`config.mk`:
```
export PLATFORM = sky130hd
export DESIGN_NAME = afe_spi_arbiter
export DESIGN_NICKNAME = d
export VERILOG_FILES = /design/src/rtl/afe_spi_arbiter.sv
export SDC_FILE = /design/constraint.sdc
export NUM_CORES = 1
export LEC_CHECK = 0
export ABC_AREA = 1
export CORE_ASPECT_RATIO = 0.75
export CORE_UTILIZATION = 31
export CTS_CLUSTER_SIZE = 12
export DETAILED_ROUTE_END_ITERATION = 12
export SLEW_MARGIN = 10
export SYNTH_ARGS = -nofsm -noshare
export SYNTH_HDL_FRONTEND = slang
export SYNTH_SLANG_ARGS = --single-unit
```
`constraint.sdc`:
```
create_clock -name clk -period 1.62 [get_ports clk]
set_clock_uncertainty 0.1 [all_clocks]
set_input_delay 0.324 -clock clk [delete_from_list [all_inputs] [get_ports clk]]
set_output_delay 0.324 -clock clk [all_outputs]
set_load 0.02 [all_outputs]
```
`src/rtl/afe_spi_arbiter.sv`:
```
// Purpose: arbitrates config and stream requesters onto one AFE SPI master and inserts read-enable mode writes.
// Latency: begin one cycle after IDLE samples a request; done one cycle after in_spi_done (plus one SPI round when a mode write is inserted).
// Backpressure: requests are held until done; the loser waits in IDLE arbitration; a missing in_spi_done ends in a sticky ERR state.
module afe_spi_arbiter #(
    parameter int TIMEOUT_CYC = 4095,
    parameter int STARVE_MAX  = 4
) (
    input  logic        clk,
    input  logic        in_reset_n,
    input  logic        in_cfg_req,
    input  logic        in_cfg_rw,
    input  logic [7:0]  in_cfg_addr,
    input  logic [23:0] in_cfg_wdata,
    output logic        out_cfg_gnt,
    output logic        out_cfg_done,
    output logic [23:0] out_cfg_rdata,
    input  logic        in_str_req,
    input  logic [7:0]  in_str_addr,
    output logic        out_str_gnt,
    output logic        out_str_done,
    output logic [23:0] out_str_rdata,
    output logic        out_spi_begin,
    output logic        out_spi_rw,
    output logic [7:0]  out_spi_addr,
    output logic [23:0] out_spi_wdata,
    input  logic        in_spi_done,
    input  logic [23:0] in_spi_rdata,
    output logic        out_busy,
    output logic        out_timeout_er
);

    typedef enum logic [2:0] {
        IDLE,
        MODE_BEGIN,
        MODE_WAIT,
        XFER_BEGIN,
        XFER_WAIT,
        DONE,
        ERR
    } state_t;

    localparam int SW = $clog2(STARVE_MAX + 1);
    localparam logic [SW-1:0] STARVE_LIM = SW'(STARVE_MAX);
    // The wait counter is 0 in the first wait cycle, so the ERR transition is
    // taken two counts early: ERR is then entered TIMEOUT_CYC cycles after begin.
    localparam logic [11:0] TMO_LAST = 12'(TIMEOUT_CYC - 2);

    state_t        state;
    state_t        state_nxt;
    logic [SW-1:0] starve_cnt;
    logic [11:0]   tmo_cnt;
    logic          mode;
    logic          owner_cfg;
    logic          lat_rw;
    logic [7:0]    lat_addr;
    logic [23:0]   lat_wdata;
    logic [23:0]   cfg_rdata_q;
    logic [23:0]   str_rdata_q;

    logic          pick_any;
    logic          pick_cfg;
    logic          win_rw;
    logic [7:0]    win_addr;
    logic          win_mode_wr;
    logic          win_need_mode;
    logic          mode_phase;
    logic          in_txn;

    // Arbitration: stream wins ties unless config has been starved STARVE_MAX times
    always_comb begin
        pick_any      = in_cfg_req | in_str_req;
        pick_cfg      = in_cfg_req & (~in_str_req | (starve_cnt == STARVE_LIM));
        win_rw        = pick_cfg ? in_cfg_rw : 1'b0;
        win_addr      = pick_cfg ? in_cfg_addr : in_str_addr;
        // A config write to the mode register sets the mode itself, so it never gets a preamble
        win_mode_wr   = pick_cfg & in_cfg_rw & (in_cfg_addr == 8'h00);
        win_need_mode = win_rw ? (mode & ~win_mode_wr) : ~mode;
    end

    // Next-state logic
    always_comb begin
        state_nxt = state;
        case (state)
            IDLE:       if (pick_any) state_nxt = win_need_mode ? MODE_BEGIN : XFER_BEGIN;
            MODE_BEGIN: state_nxt = MODE_WAIT;
            MODE_WAIT: begin
                if (in_spi_done)              state_nxt = XFER_BEGIN;
                else if (tmo_cnt == TMO_LAST) state_nxt = ERR;
            end
            XFER_BEGIN: state_nxt = XFER_WAIT;
            XFER_WAIT: begin
                if (in_spi_done)              state_nxt = DONE;
                else if (tmo_cnt == TMO_LAST) state_nxt = ERR;
            end
            DONE:       state_nxt = IDLE;
            ERR:        state_nxt = ERR;
            default:    state_nxt = IDLE;
        endcase
    end

    // Output decode from state and latched transaction fields
    always_comb begin
        mode_phase     = (state == MODE_BEGIN) | (state == MODE_WAIT);
        in_txn         = state inside {MODE_BEGIN, MODE_WAIT, XFER_BEGIN, XFER_WAIT, DONE};
        out_cfg_gnt    = in_txn & owner_cfg;
        out_str_gnt    = in_txn & ~owner_cfg;
        out_cfg_done   = (state == DONE) & owner_cfg;
        out_str_done   = (state == DONE) & ~owner_cfg;
        out_spi_begin  = (state == MODE_BEGIN) | (state == XFER_BEGIN);
        out_spi_rw     = mode_phase ? 1'b1 : lat_rw;
        out_spi_addr   = mode_phase ? 8'h00 : lat_addr;
        // Mode write enables reads (1) before a read, disables them (0) before a write
        out_spi_wdata  = mode_phase ? {23'd0, ~lat_rw} : lat_wdata;
        out_busy       = (state != IDLE);
        out_timeout_er = (state == ERR);
        out_cfg_rdata  = cfg_rdata_q;
        out_str_rdata  = str_rdata_q;
    end

    // State register
    always_ff @(posedge clk or negedge in_reset_n) begin
        if (!in_reset_n) state <= IDLE;
        else             state <= state_nxt;
    end

    // Latch the winner's transaction at grant
    always_ff @(posedge clk or negedge in_reset_n) begin
        if (!in_reset_n) begin
            owner_cfg <= 1'b0;
            lat_rw    <= 1'b0;
            lat_addr  <= 8'h00;
            lat_wdata <= 24'h0;
        end else if (state == IDLE && pick_any) begin
            owner_cfg <= pick_cfg;
            lat_rw    <= win_rw;
            lat_addr  <= win_addr;
            lat_wdata <= pick_cfg ? in_cfg_wdata : 24'h0;
        end
    end

    // Starvation counter: counts stream grants taken past a waiting config request
    always_ff @(posedge clk or negedge in_reset_n) begin
        if (!in_reset_n) begin
            starve_cnt <= '0;
        end else if (!in_cfg_req) begin
            starve_cnt <= '0;
        end else if (state == IDLE && pick_any) begin
            if (pick_cfg)                      starve_cnt <= '0;
            else if (starve_cnt != STARVE_LIM) starve_cnt <= starve_cnt + SW'(1);
        end
    end

    // SPI completion timer, restarted as each wait state is entered
    always_ff @(posedge clk or negedge in_reset_n) begin
        if (!in_reset_n)                                     tmo_cnt <= 12'd0;
        else if (state == MODE_BEGIN || state == XFER_BEGIN) tmo_cnt <= 12'd0;
        else if (state == MODE_WAIT || state == XFER_WAIT)   tmo_cnt <= tmo_cnt + 12'd1;
    end

    // Track the AFE read-enable mode bit
    always_ff @(posedge clk or negedge in_reset_n) begin
        if (!in_reset_n)
            mode <= 1'b0;
        else if (state == MODE_WAIT && in_spi_done)
            mode <= ~lat_rw;
        else if (state == XFER_WAIT && in_spi_done && owner_cfg && lat_rw && lat_addr == 8'h00)
            mode <= lat_wdata[0];
    end

    // Capture read data for the owning requester
    always_ff @(posedge clk or negedge in_reset_n) begin
        if (!in_reset_n) begin
            cfg_rdata_q <= 24'h0;
            str_rdata_q <= 24'h0;
        end else if (state == XFER_WAIT && in_spi_done && !lat_rw) begin
            if (owner_cfg) cfg_rdata_q <= in_spi_rdata;
            else           str_rdata_q <= in_spi_rdata;
        end
    end

endmodule
```
---- Word level (Yosys, flattened, before mapping) ----
Cells that the tools add are included.
operators by class
  equal/unequal tests ..................... 12
  bitwise operators ....................... 17
  multiplexer cells ....................... 21
  $add $sub $neg .......................... 2
  reductions and logical operators ........ 20
operators by type and width
  operator               number
  $mux 24                2
  $mux 12                2
  $mux 3                 8
  $pmux 3 s6             1
  $logic_not 8->1        2
  $mux 8                 2
  $add 12x1->12 const B  1
  $eq 12x12->1 const B   1
  $eq 3x3->1 const B     4
  $and 1x1->1            8
  $logic_and 1x1->1      7
  $eq 3x2->1 const B     2
  $reduce_and 2->1       3
  $mux 1                 5
  $not 1->1              5
  $reduce_bool 5->1      1
  $or 1x1->1             4
  $reduce_bool 2->1      2
  $add 3x1->3 const B    1
  $eq 3x1->1 const B     1
  $logic_not 3->1        1
  $ne 3x1->1 const B     1
  $ne 3x3->1 const B     1
  $reduce_bool 3->1      1
  other kinds (5)        6
word-level totals
  logic and storage cells ................. 82
  output and inout bits ................... 88
  flip-flop bits (word level) ............. 101

---- Logic depth before layout (Yosys ltp) ----
Gate-level depths: netlist (run 1).
  word-level depth ........................ 11
  gate-level depth with buffers ........... 10

---- Least setup slack after synthesis (run 1) ----
No wires, ideal clock.
  path type ............................... reg-to-output
  from .................................... register state[2]
  to ...................................... output out_spi_wdata[0]
  required time ........................... 1.196 ns
  stages on the path, launching flop included .. 7
  arrival ................................. 1.561 ns
  buffers on the path ..................... 1
  path slack .............................. -0.365 ns
  cell sequence ........................... dfrtp_1 -> buf_4 -> nor2_1 -> nand2_1 -> nand2_1 -> nand2_1 -> o21ai_0
on the way
  word-level cells in the longest chain between the ends .. 3
  elaborated cells between the ends (all ways) .. 4
  classes of those cells .................. eq/ne (2); mux (1); bitwise (1)
ends and longest elaborated chain
  element                                          RTL line  source
  start, declared                                  48        state_t state;
  start signal, assigned                           123       else state <= state_nxt;
  $eq 3x1->1 / $eq 3x2->1 (equally long branches)  103       mode_phase = (state == MODE_BEGIN) | (state == MODE_WAIT);
  $or 1x1->1 *                                     103
  $mux 24 *                                        113       out_spi_wdata = mode_phase ? {23'd0, ~lat_rw} : lat_wdata;
  end, declared                                    25        output logic [23:0] out_spi_wdata,
Every way passes the cells marked *; elsewhere a longest branch is shown, timed or not.

---- Worst setup path in the final report (run 1) ----
  from .................................... register state[0]
  to ...................................... output out_spi_wdata[20]
Same word-level chain as after synthesis.

==> results of run 1 <==
## state kept, by name, summed over array words and instances (netlist names)
register / cells
lat_wdata: 24
out_cfg_rdata: 24
out_str_rdata: 24
tmo_cnt: 12
lat_addr: 8
starve_cnt: 3
state: 3
lat_rw: 1
mode: 1
owner_cfg: 1
## cell type report
| cell class | count | area, µm² | share of cell area, % |
|---|---|---|---|
| tap | 200 | 250.2 | 2.730 |
| multi-input combinational | 390 | 2789 | 30.42 |
| timing repair buffer | 268 | 3062 | 33.40 |
| clock inverter | 5 | 58.81 | 0.6415 |
| clock buffer | 11 | 242.7 | 2.648 |
| sequential | 101 | 2531 | 27.61 |
| inverter | 59 | 234.0 | 2.552 |
## power groups by stage
stage          clock, W  combinational [W]  sequential (W)
6_report        0.00221             0.0112         0.00410
5_1_grt         0.00237             0.0119         0.00421
4_1_cts         0.00226            0.00983         0.00402
3_5_place_dp          0            0.00761         0.00406
3_3_place_gp          0            0.00749         0.00404
2_1_floorplan         0            0.00345         0.00459
## worst max path at each step
stage	to	slack (ps)	depth (start not counted)
after floorplan	out_spi_addr[0]	20	6
after global placement	out_spi_wdata[23]	-380	6
after detailed placement	out_spi_wdata[11]	-440	6
after CTS	out_spi_wdata[11]	-430	8
after global routing	out_cfg_rdata[4]$_DFFE_PN0P_	-510	13
final	out_spi_wdata[20]	-440	8
## logic make-up (layout without fill, tap and decap cells)
group / Yosys count / count (layout) / share of synthesized area [%]
compound gates: 120 / 120 / 13.25
fa+ha+maj: 4 / 4 / 1.056
buf+inv: 87 / 343 / 8.208
flops: 101 / 101 / 53.31
simple gates: 266 / 266 / 24.18
## per-layer routing
| metal | wire length (µm) | GRT usage, % |
|---|---|---|
| met3 | 939 | 4.567 |
| met4 | 233 | 6.241 |
| met5 | 0 | 0 |
| met1 | 8043 | 30.18 |
| met2 | 8295 | 33.69 |
## cell usage after synthesis (all sizes together)
library cell and n:
nor3 4, nand2 136, nor2 71, a21oi 16, nand4 6, buf 20, clkbuf 8, ha 4
nand3 45, nand3b 2, dfrtp 101, nor3b 1, o31ai 1, o21ai 93, o22ai 9, o21bai 1
inv 59, and3 1
## per-stage QoR
step           hold slack [ps]  utilization (%)
6_report                 378.1            62.40
5_1_grt                  410.3            62.40
4_1_cts                  381.1            56.64
3_5_place_dp             335.9            47.39
3_3_place_gp             323.4            47.39
2_1_floorplan           -71.59                -
## tightest hold or removal path: cells and delay by family (launching register included)
family,cells,cell delay (ps)
flip-flops,1,350
AO/OA/AOI/OAI,1,50
AND/OR/NAND/NOR,1,40
## repair_timing
item	in CTS	in global routing
endpoints found under the setup margin	150	140
cloned	14	4
buffers inserted	29	23
gates resized for setup	449	188
hold endpoints to repair	97	0
hold buffers	1	0
pin swaps	20	41
==> impl_metrics.json, run 1 <==
{
  "coreArea_um2": 14690,
  "dp.cells": 955,
  "mostFrequentLayoutCells": "dfrtp_1 (98), buf_6 (71), clkdlybuf4s50_1 (68), nand2_1 (58), inv_1 (51)",
  "yosysTopAreaCellShare_pct": 53.31,
  "path_clk_slew_ps": 70,
  "routed_wl_um": 17510,
  "arrival_ps": 1640,
  "yosysSeqAreaShare_pct": 53.31,
  "yosys.area.top_type": "dfrtp_1",
  "portBuffers": 157,
  "cp-start-kind": "flop",
  "first_global_vias": 5021,
  "fin_nets": 903,
  "layout-drive-gt1-share_pct": 45.68,
  "hold_end": "out_str_rdata[8]$_DFFE_PN0P_",
  "p_total_w": 0.01752,
  "netlist_area_um2": 4741,
  "clock_latency_ps": 350,
  "vias": 5057,
  "via_per_inst": 4.891,
  "power_frac_clock_pct": 12.6,
  "power.internal_w": 0.01016,
  "start_util_pct": 32.27,
  "avgSynthCellArea_um2": 8.202,
  "rows": 38,
  "dp_hpwl_um": 10020,
  "synthesis.instances": 578,
  "num_io_pins": 158,
  "yosysWarningCount": 0,
  "fill_cells": 1164,
  "drcViolationCount": 0,
  "leakagePower_nw": 4.329,
  "ir_worst_vdd_mv": 1.085,
  "slew_violations": 0,
  "p_per_area_nw_per_um2": 1911,
  "ctsLongestPathBuffers": 2,
  "drtIter0Drc": 270,
  "critical_path_class": "flop to output port",
  "hold_class": "flop to flop",
  "numCtsBuffers": 9,
  "yosys_register_bits": 101,
  "grt_max_degree": 102,
  "slowest_delay_ps": 410,
  "violations": "setup timing",
  "ctsHtreeMaxLevel": 3,
  "root_buffer": "clkbuf_16",
  "min_from": "out_str_rdata[8]$_DFFE_PN0P_",
  "die_area_um2": 15800,
  "end_kind": "output port",
  "status": "complete, but fails checks",
  "combPwrFrac_pct": 64.0,
  "cp_num_buf_inv": 4,
  "die_y_um": 109.1,
  "cts.sinks": 101,
  "grt_util_all_layers_pct": 21.64,
  "ant_nets": 0,
  "dr.pass1.iters": 4,
  "finalCritPeriodShare_pct": 127.1,
  "stdcell_count": 1034,
  "p_sw_share_pct": 42.01,
  "p_switching_w": 0.007360,
  "reg2reg_to": "out_cfg_rdata[4]$_DFFE_PN0P_",
  "holdPathStages": 2,
  "slew_headroom_pct": 61.89,
  "antennaDiodeCount": 0,
  "startpoint": "state[0]$_DFFE_PN0P_",
  "finalSetupViolCount": 135,
  "hold_violations": 0,
  "synth_cell_types": 27,
  "rrSetupSlack_ps": -430,
  "tightest_slew_ps": 571.7,
  "crit_slowest_cell": "dfrtp_1",
  "final_common_cell": "dfrtp_1",
  "setup_ws_ps": -439.5,
  "dp_slack_ps": -440.9,
  "cp_cell_sequence": "inv_4, nor2_4, nand2_4, nand2_8, buf_6, buf_12, nor2_4, buf_6",
  "critical_path_required_ps": 1200,
  "r2r_start": "state[0]$_DFFE_PN0P_",
  "antenna_found_initial": 0,
  "grt-ovfl-total": 0,
  "fmax_ghz": 0.4856,
  "rsz0062_at_grt": "true",
  "gp_congestion": 0.8680,
  "seq_power_share_pct": 23.4,
  "synth_nets": 652,
  "maxCapViolCount": 0,
  "synth_area_leaders": "dfrtp_1 (53%), nand2_1 (10%), o21ai_0 (7.8%)",
  "crit_family": "buffers and inverters",
  "layout_min_cycle_time_ps": 2060,
  "drt-wirelength-per-cell_um": 16.94,
  "placement.cell_area_um2": 6962,
  "path_max_fanout": 6,
  "cts_tree": "built",
  "tns_ps": -42100,
  "area_growth_pct": 93.38,
  "grt_pass1_wl_um": 26070,
  "die_w_um": 144.8,
  "design_area_um2": 9168,
  "ff2ff_path_depth": 13
}
Power figures use the tool's default switching activity.
==> run 2, diff against run 1 <==
--- a/config.mk
+++ b/config.mk
@@ -7,9 +7,10 @@
 export LEC_CHECK = 0
 export ABC_AREA = 1
 export CORE_ASPECT_RATIO = 0.75
-export CORE_UTILIZATION = 31
+export CORE_UTILIZATION = 42
 export CTS_CLUSTER_SIZE = 12
 export DETAILED_ROUTE_END_ITERATION = 12
+export PLACE_DENSITY = 0.77
 export SLEW_MARGIN = 10
 export SYNTH_ARGS = -nofsm -noshare
 export SYNTH_HDL_FRONTEND = slang
==> run 2 against run 1 <==
The flow still finishes with violations (setup timing). Combinational power is 9% lower. Setup slack got worse by 21 ps. Clock power down 3%. Final area decreased by 9.5%. Sequential power is essentially flat. Sequential share of layout area rose by 2.9 points. Largest power group unchanged. Critical path depth did not move. Global-route usage grew 5.0 points. Via count grew 6.1%. Largest cell class unchanged.
==> impl_metrics.json, run 2 (same netlist as run 1, synthesis figures left out) <==
{
  "start_util_pct": 43.33,
  "end_kind": "output port",
  "leakagePower_nw": 4.038,
  "rows": 33,
  "path_clk_slew_ps": 70,
  "numCtsBuffers": 9,
  "hold_class": "input port to async pin",
  "multiInputGateArea_um2": 2392,
  "first_global_vias": 5062,
  "clock_latency_ps": 350,
  "gr-usage-met1_pct": 33.36,
  "ctsLongestPathBuffers": 2,
  "stdcell_count": 959,
  "layout-drive-gt1-share_pct": 34.80,
  "portBuffers": 157,
  "dp_hpwl_um": 9644,
  "critical_path_class": "flop to output port",
  "setup_ws_ps": -460.9,
  "mostFrequentLayoutCells": "dfrtp_1 (100), nand2_1 (84), clkdlybuf4s50_1 (68), buf_4 (55), inv_1 (51)",
  "grt.busiest_layer": "met2",
  "routed_wl_um": 18390,
  "met3_usage_pct": 5.581,
  "ant_nets": 0,
  "die_w_um": 124.7,
  "rsz0062_at_grt": "true",
  "grt_max_degree": 38,
  "cp_cell_sequence": "inv_2, nor2_4, nand2_2, nand2_4, buf_16, buf_4, nor2_2, buf_4",
  "r2r_start": "state[0]$_DFFE_PN0P_",
  "tightest_slew_ps": 485.9,
  "critical_path_required_ps": 1200,
  "crit_path_frequent_cell": "buf_4",
  "violations": "setup timing",
  "layout_min_cycle_time_ps": 2081,
  "grt-ovfl-total": 0,
  "fin_nets": 888,
  "final_common_cell": "dfrtp_1",
  "slowest_delay_ps": 400,
  "reg2reg_to": "lat_wdata[17]$_DFFE_PN0P_",
  "dr.pass1.iters": 7,
  "cp-start-kind": "flop",
  "drt-wirelength-per-cell_um": 19.18,
  "arrival_ps": 1660,
  "vias": 5363,
  "crit_slowest_cell": "dfrtp_1",
  "drcViolationCount": 0,
  "p_total_w": 0.01642,
  "dp.cells": 891,
  "ctsHtreeMaxLevel": 3,
  "antenna_found_initial": 0,
  "ir_worst_vdd_mv": 1.017,
  "regArea_um2": 2529,
  "grt_util_all_layers_pct": 26.64,
  "grt_pass1_wl_um": 24780,
  "finalSetupViolCount": 132,
  "rrSetupSlack_ps": -390,
  "coreArea_um2": 10940,
  "gp_congestion": 0.8926,
  "gr-usage-met2_pct": 45.81,
  "cts.sinks": 101,
  "maxCapViolCount": 0,
  "status": "complete, but fails checks",
  "via_per_inst": 5.592,
  "path_max_fanout": 9,
  "ff2ff_path_depth": 12,
  "finalCritPeriodShare_pct": 128.5,
  "die_y_um": 94.01,
  "root_buffer": "clkbuf_16",
  "antennaDiodeCount": 0,
  "p_per_area_nw_per_um2": 1979,
  "cts_tree": "built",
  "slew_headroom_pct": 67.36,
  "area_growth_pct": 75.03,
  "fmax_ghz": 0.4806,
  "drtIter0Drc": 357,
  "die_area_um2": 11720,
  "slew_violations": 0,
  "fill_cells": 695,
  "hold_violations": 0,
  "num_io_pins": 158
}
run 2: cell types whose count changed in the layout (fill, tap and decap cells not counted), moves of 6 or more:
| cell | previous run | this run |
|---|---|---|
| nand2_1 | 58 | 84 |
| nand2_2 | 48 | 33 |
| buf_6 | 71 | 42 |
| o21ai_0 | 10 | 33 |
| nand3_2 | 23 | 6 |
| buf_4 | 44 | 55 |
| o21ai_2 | 38 | 10 |
| nor2_2 | 21 | 27 |
| nand3_1 | 14 | 34 |
| nor2_4 | 21 | 11 |
| nand2_4 | 27 | 16 |
| buf_2 | 0 | 12 |
run 2: metrics by stage:
step | setup WS [ps] | TNS [ps] | utilization (%) | instance area [µm²] | hold WS [ps]
floorplan | 17.91 | 0 | - | 4848 | -71.59
global placement | -387.9 | -27020 | 62.66 | 6857 | 169.5
detailed placement | -447.2 | -32160 | 62.66 | 6857 | 182.8
CTS | -416.4 | -28830 | 70.52 | 7716 | 366.3
global route | -499.1 | -47450 | 75.84 | 8298 | 384.1
finish | -460.9 | -39330 | 75.84 | 8298 | 362.5
run 2: cell type report:
class | instances | share of cell area, %
clock buffers | 11 | 3.046
clock inverters | 5 | 0.5127
inverters | 59 | 2.759
repair buffers | 253 | 32.27
multi-input cells | 390 | 28.83
flip-flops and latches | 101 | 30.47
well taps | 140 | 2.111
run 2: worst max path at each step:
| stage | end | start |
|---|---|---|
| detailed placement | out_cfg_gnt | state[2]$_DFFE_PN0P_ |
| finish | out_spi_addr[1] | state[0]$_DFFE_PN0P_ |
| floorplan | out_spi_addr[0] | state[2]$_DFFE_PN0P_ |
| global route | out_spi_addr[1] | state[0]$_DFFE_PN0P_ |
| CTS | out_spi_wdata[23] | state[0]$_DFFE_PN0P_ |
| global placement | out_spi_wdata[23] | state[2]$_DFFE_PN0P_ |
run 2: per-layer routing:
metal | wire, µm | share of wire (%)
met5 | 0 | 0
met1 | 7359 | 40
met4 | 646 | 3.5
met2 | 9113 | 50
met3 | 1274 | 6.9
run 2: power breakdown:
part | switching (W) | internal (W) | total (W)
registers | 0.000579 | 0.00353 | 0.00411
logic | 0.00559 | 0.00457 | 0.0102
clock network | 0.000998 | 0.00115 | 0.00214
run 2: repair_timing:
item	4_1_cts	5_1_grt
pin swaps	7	31
setup buffers	29	16
resized for setup	298	157
endpoints found under the setup margin	157	135
hold endpoints to repair	25	0
hold buffers	1	0
cloned	12	1
run 2: critical path, delay by kind of cell (launching register included):
| kind | cells | cell delay (ps) |
|---|---|---|
| AND/OR/NAND/NOR | 4 | 340 |
| buffers and inverters | 4 | 570 |
| flip-flops | 1 | 400 |
==> run 3, diff against run 2 <==
--- a/config.mk
+++ b/config.mk
@@ -6,11 +6,13 @@
 export NUM_CORES = 1
 export LEC_CHECK = 0
 export ABC_AREA = 1
+export ABC_CLOCK_PERIOD_IN_PS = 1620
 export CORE_ASPECT_RATIO = 0.75
 export CORE_UTILIZATION = 42
 export CTS_CLUSTER_SIZE = 12
 export DETAILED_ROUTE_END_ITERATION = 12
 export PLACE_DENSITY = 0.77
+export RECOVER_POWER = 50
 export SLEW_MARGIN = 10
 export SYNTH_ARGS = -nofsm -noshare
 export SYNTH_HDL_FRONTEND = slang
==> run 3 against run 2 <==
The run still ends with setup timing left. Worst hold slack better by 16 ps. Core utilization shrank 0.19 points. Final cell count unchanged. Register-to-register slack barely moved. Routed wire length barely moved. Critical endpoint unchanged.
==> impl_metrics.json, run 3 (same netlist as run 1, synthesis figures left out) <==
{
  "status": "complete, but fails checks",
  "violations": "setup timing",
  "hold_violations": 0,
  "arrival_ps": 1660,
  "maxCapViolCount": 0,
  "multiInputGateArea_um2": 2392,
  "cp_cell_sequence": "inv_2, nor2_4, nand2_2, nand2_4, buf_16, buf_4, nor2_2, buf_4",
  "die_y_um": 94.01,
  "fin_nets": 888,
  "final_common_cell": "dfrtp_1",
  "crit_slowest_cell": "dfrtp_1",
  "dp_hpwl_um": 9644,
  "cts_tree": "built",
  "path_max_fanout": 9,
  "grt-ovfl-total": 0,
  "ant_nets": 0,
  "startpoint": "state[0]$_DFFE_PN0P_",
  "p_per_area_nw_per_um2": 1983,
  "crit_end": "out_spi_addr[1]",
  "final_util_pct": 75.64,
  "hold_class": "flop to flop",
  "antenna_found_initial": 0,
  "fmax_ghz": 0.4788,
  "critical_path_required_ps": 1200,
  "cp_num_buf_inv": 4,
  "crit_family": "buffers and inverters",
  "p_sw_share_pct": 43.69,
  "num_io_pins": 158,
  "via_per_inst": 5.603,
  "dp.cells": 891,
  "critical_path_class": "flop to output port",
  "clock_latency_ps": 350,
  "regArea_um2": 2529,
  "tightest_slew_ps": 735.1,
  "finalSetupViolCount": 132,
  "slew_violations": 0,
  "finalCritPeriodShare_pct": 128.9,
  "portBuffers": 157,
  "root_buffer": "clkbuf_16",
  "reg2reg_to": "lat_wdata[17]$_DFFE_PN0P_",
  "layout-drive-gt1-share_pct": 34.80,
  "cts.sinks": 101,
  "fill_cells": 699,
  "die_w_um": 124.7,
  "tns_ps": -39390,
  "first_global_vias": 5062,
  "ff2ff_path_depth": 12,
  "grt_max_degree": 38,
  "slew_headroom_pct": 50.99,
  "crit_path_frequent_cell": "buf_4",
  "mostFrequentLayoutCells": "dfrtp_1 (100), nand2_1 (84), clkdlybuf4s50_1 (68), buf_4 (55), inv_1 (51)",
  "rows": 33,
  "routed_wl_um": 18400,
  "drt-wirelength-per-cell_um": 19.19,
  "combPwrFrac_pct": 61.9,
  "drtIter0Drc": 357,
  "grt_util_all_layers_pct": 26.64,
  "start_util_pct": 43.33,
  "rsz0062_at_grt": "true",
  "end_kind": "output port",
  "slowest_delay_ps": 400,
  "path_clk_slew_ps": 70,
  "die_area_um2": 11720,
  "cp-start-kind": "flop",
  "vias": 5373,
  "p_switching_w": 0.007171,
  "cp.depth": 8,
  "dr.pass1.iters": 7,
  "antennaDiodeCount": 0,
  "ir_worst_vdd_mv": 1.018,
  "gp_congestion": 0.8926,
  "drcViolationCount": 0,
  "area_growth_pct": 74.58,
  "stdcell_count": 959,
  "power_frac_clock_pct": 13.1,
  "r2r_start": "state[0]$_DFFE_PN0P_",
  "layout_min_cycle_time_ps": 2088,
  "power.internal_w": 0.009243,
  "ctsHtreeMaxLevel": 3,
  "grt_pass1_wl_um": 24780,
  "setup_ws_ps": -468.5,
  "ctsLongestPathBuffers": 2,
  "rrSetupSlack_ps": -390,
  "leakagePower_nw": 4.031,
  "seq_power_share_pct": 25.0,
  "numCtsBuffers": 9,
  "coreArea_um2": 10940
}
## run 3: changes by cell type in the layout (fill, tap and decap cells not counted), sizes merged
cell | before | now
buf | 133 | 131
clkbuf | 12 | 14
## run 3: how the worst min path moves through the flow
stage | start | end | slack, ps | cells after the start
after CTS | in_reset_n | out_cfg_rdata[21]$_DFFE_PN0P_ | 370 | 2
final | out_cfg_rdata[22]$_DFFE_PN0P_ | out_cfg_rdata[22]$_DFFE_PN0P_ | 380 | 2
after global placement | in_reset_n | out_str_rdata[21]$_DFFE_PN0P_ | 170 | 1
after global routing | out_cfg_rdata[22]$_DFFE_PN0P_ | out_cfg_rdata[22]$_DFFE_PN0P_ | 400 | 2
after floorplan | in_reset_n | lat_addr[0]$_DFFE_PN0P_ | -70 | 0
after detailed placement | in_reset_n | out_cfg_rdata[21]$_DFFE_PN0P_ | 180 | 1
## run 3: power groups by stage
stage | clock network (W) | registers [W] | logic [W]
finish | 0.00215 | 0.00411 | 0.0102
global route | 0.00226 | 0.00420 | 0.0107
CTS | 0.00215 | 0.00400 | 0.00880
detailed placement | 0 | 0.00405 | 0.00742
global placement | 0 | 0.00400 | 0.00726
floorplan | 0 | 0.00459 | 0.00345
## run 3: timing repair
item,CTS,global route
hold endpoints to repair,25,0
pin swaps,7,31
buffers inserted,29,16
resized for setup,298,157
setup endpoints to repair,157,135
gates cloned,12,1
hold buffers,1,0
## run 3: cell type report
type,instances,share of cell area [%]
timing repair buffer,253,32.09
sequential,101,30.55
multi-input combinational,390,28.90
clock buffer,11,3.054
inverter,59,2.766
tap,140,2.116
clock inverter,5,0.5140
## run 3: worst min-delay path, cell delays in order (launching register included)
cell and delay [ps]:
dfrtp_1 340, o21ai_1 60, nand2_1 40
## run 3: per-layer routing
metal | up-vias | share of wire [%] | global-route usage, %
li1 | 2356 | - | -
met5 | - | 0 | 0
met4 | 0 | 3.6 | 9.538
met2 | 329 | 49 | 45.81
met1 | 2627 | 40 | 33.36
met3 | 61 | 7.0 | 5.581
## run 3: through the flow
stage	total power, W	worst slack, ps	area, µm²	hold WS [ps]
2_1_floorplan	0.008038	17.91	4848	-71.59
3_3_place_gp	0.01126	-387.9	6857	169.5
3_5_place_dp	0.01147	-447.2	6857	182.8
4_1_cts	0.01495	-416.4	7716	366.3
5_1_grt	0.01712	-499.1	8277	401.4
6_report	0.01641	-468.5	8277	378.2
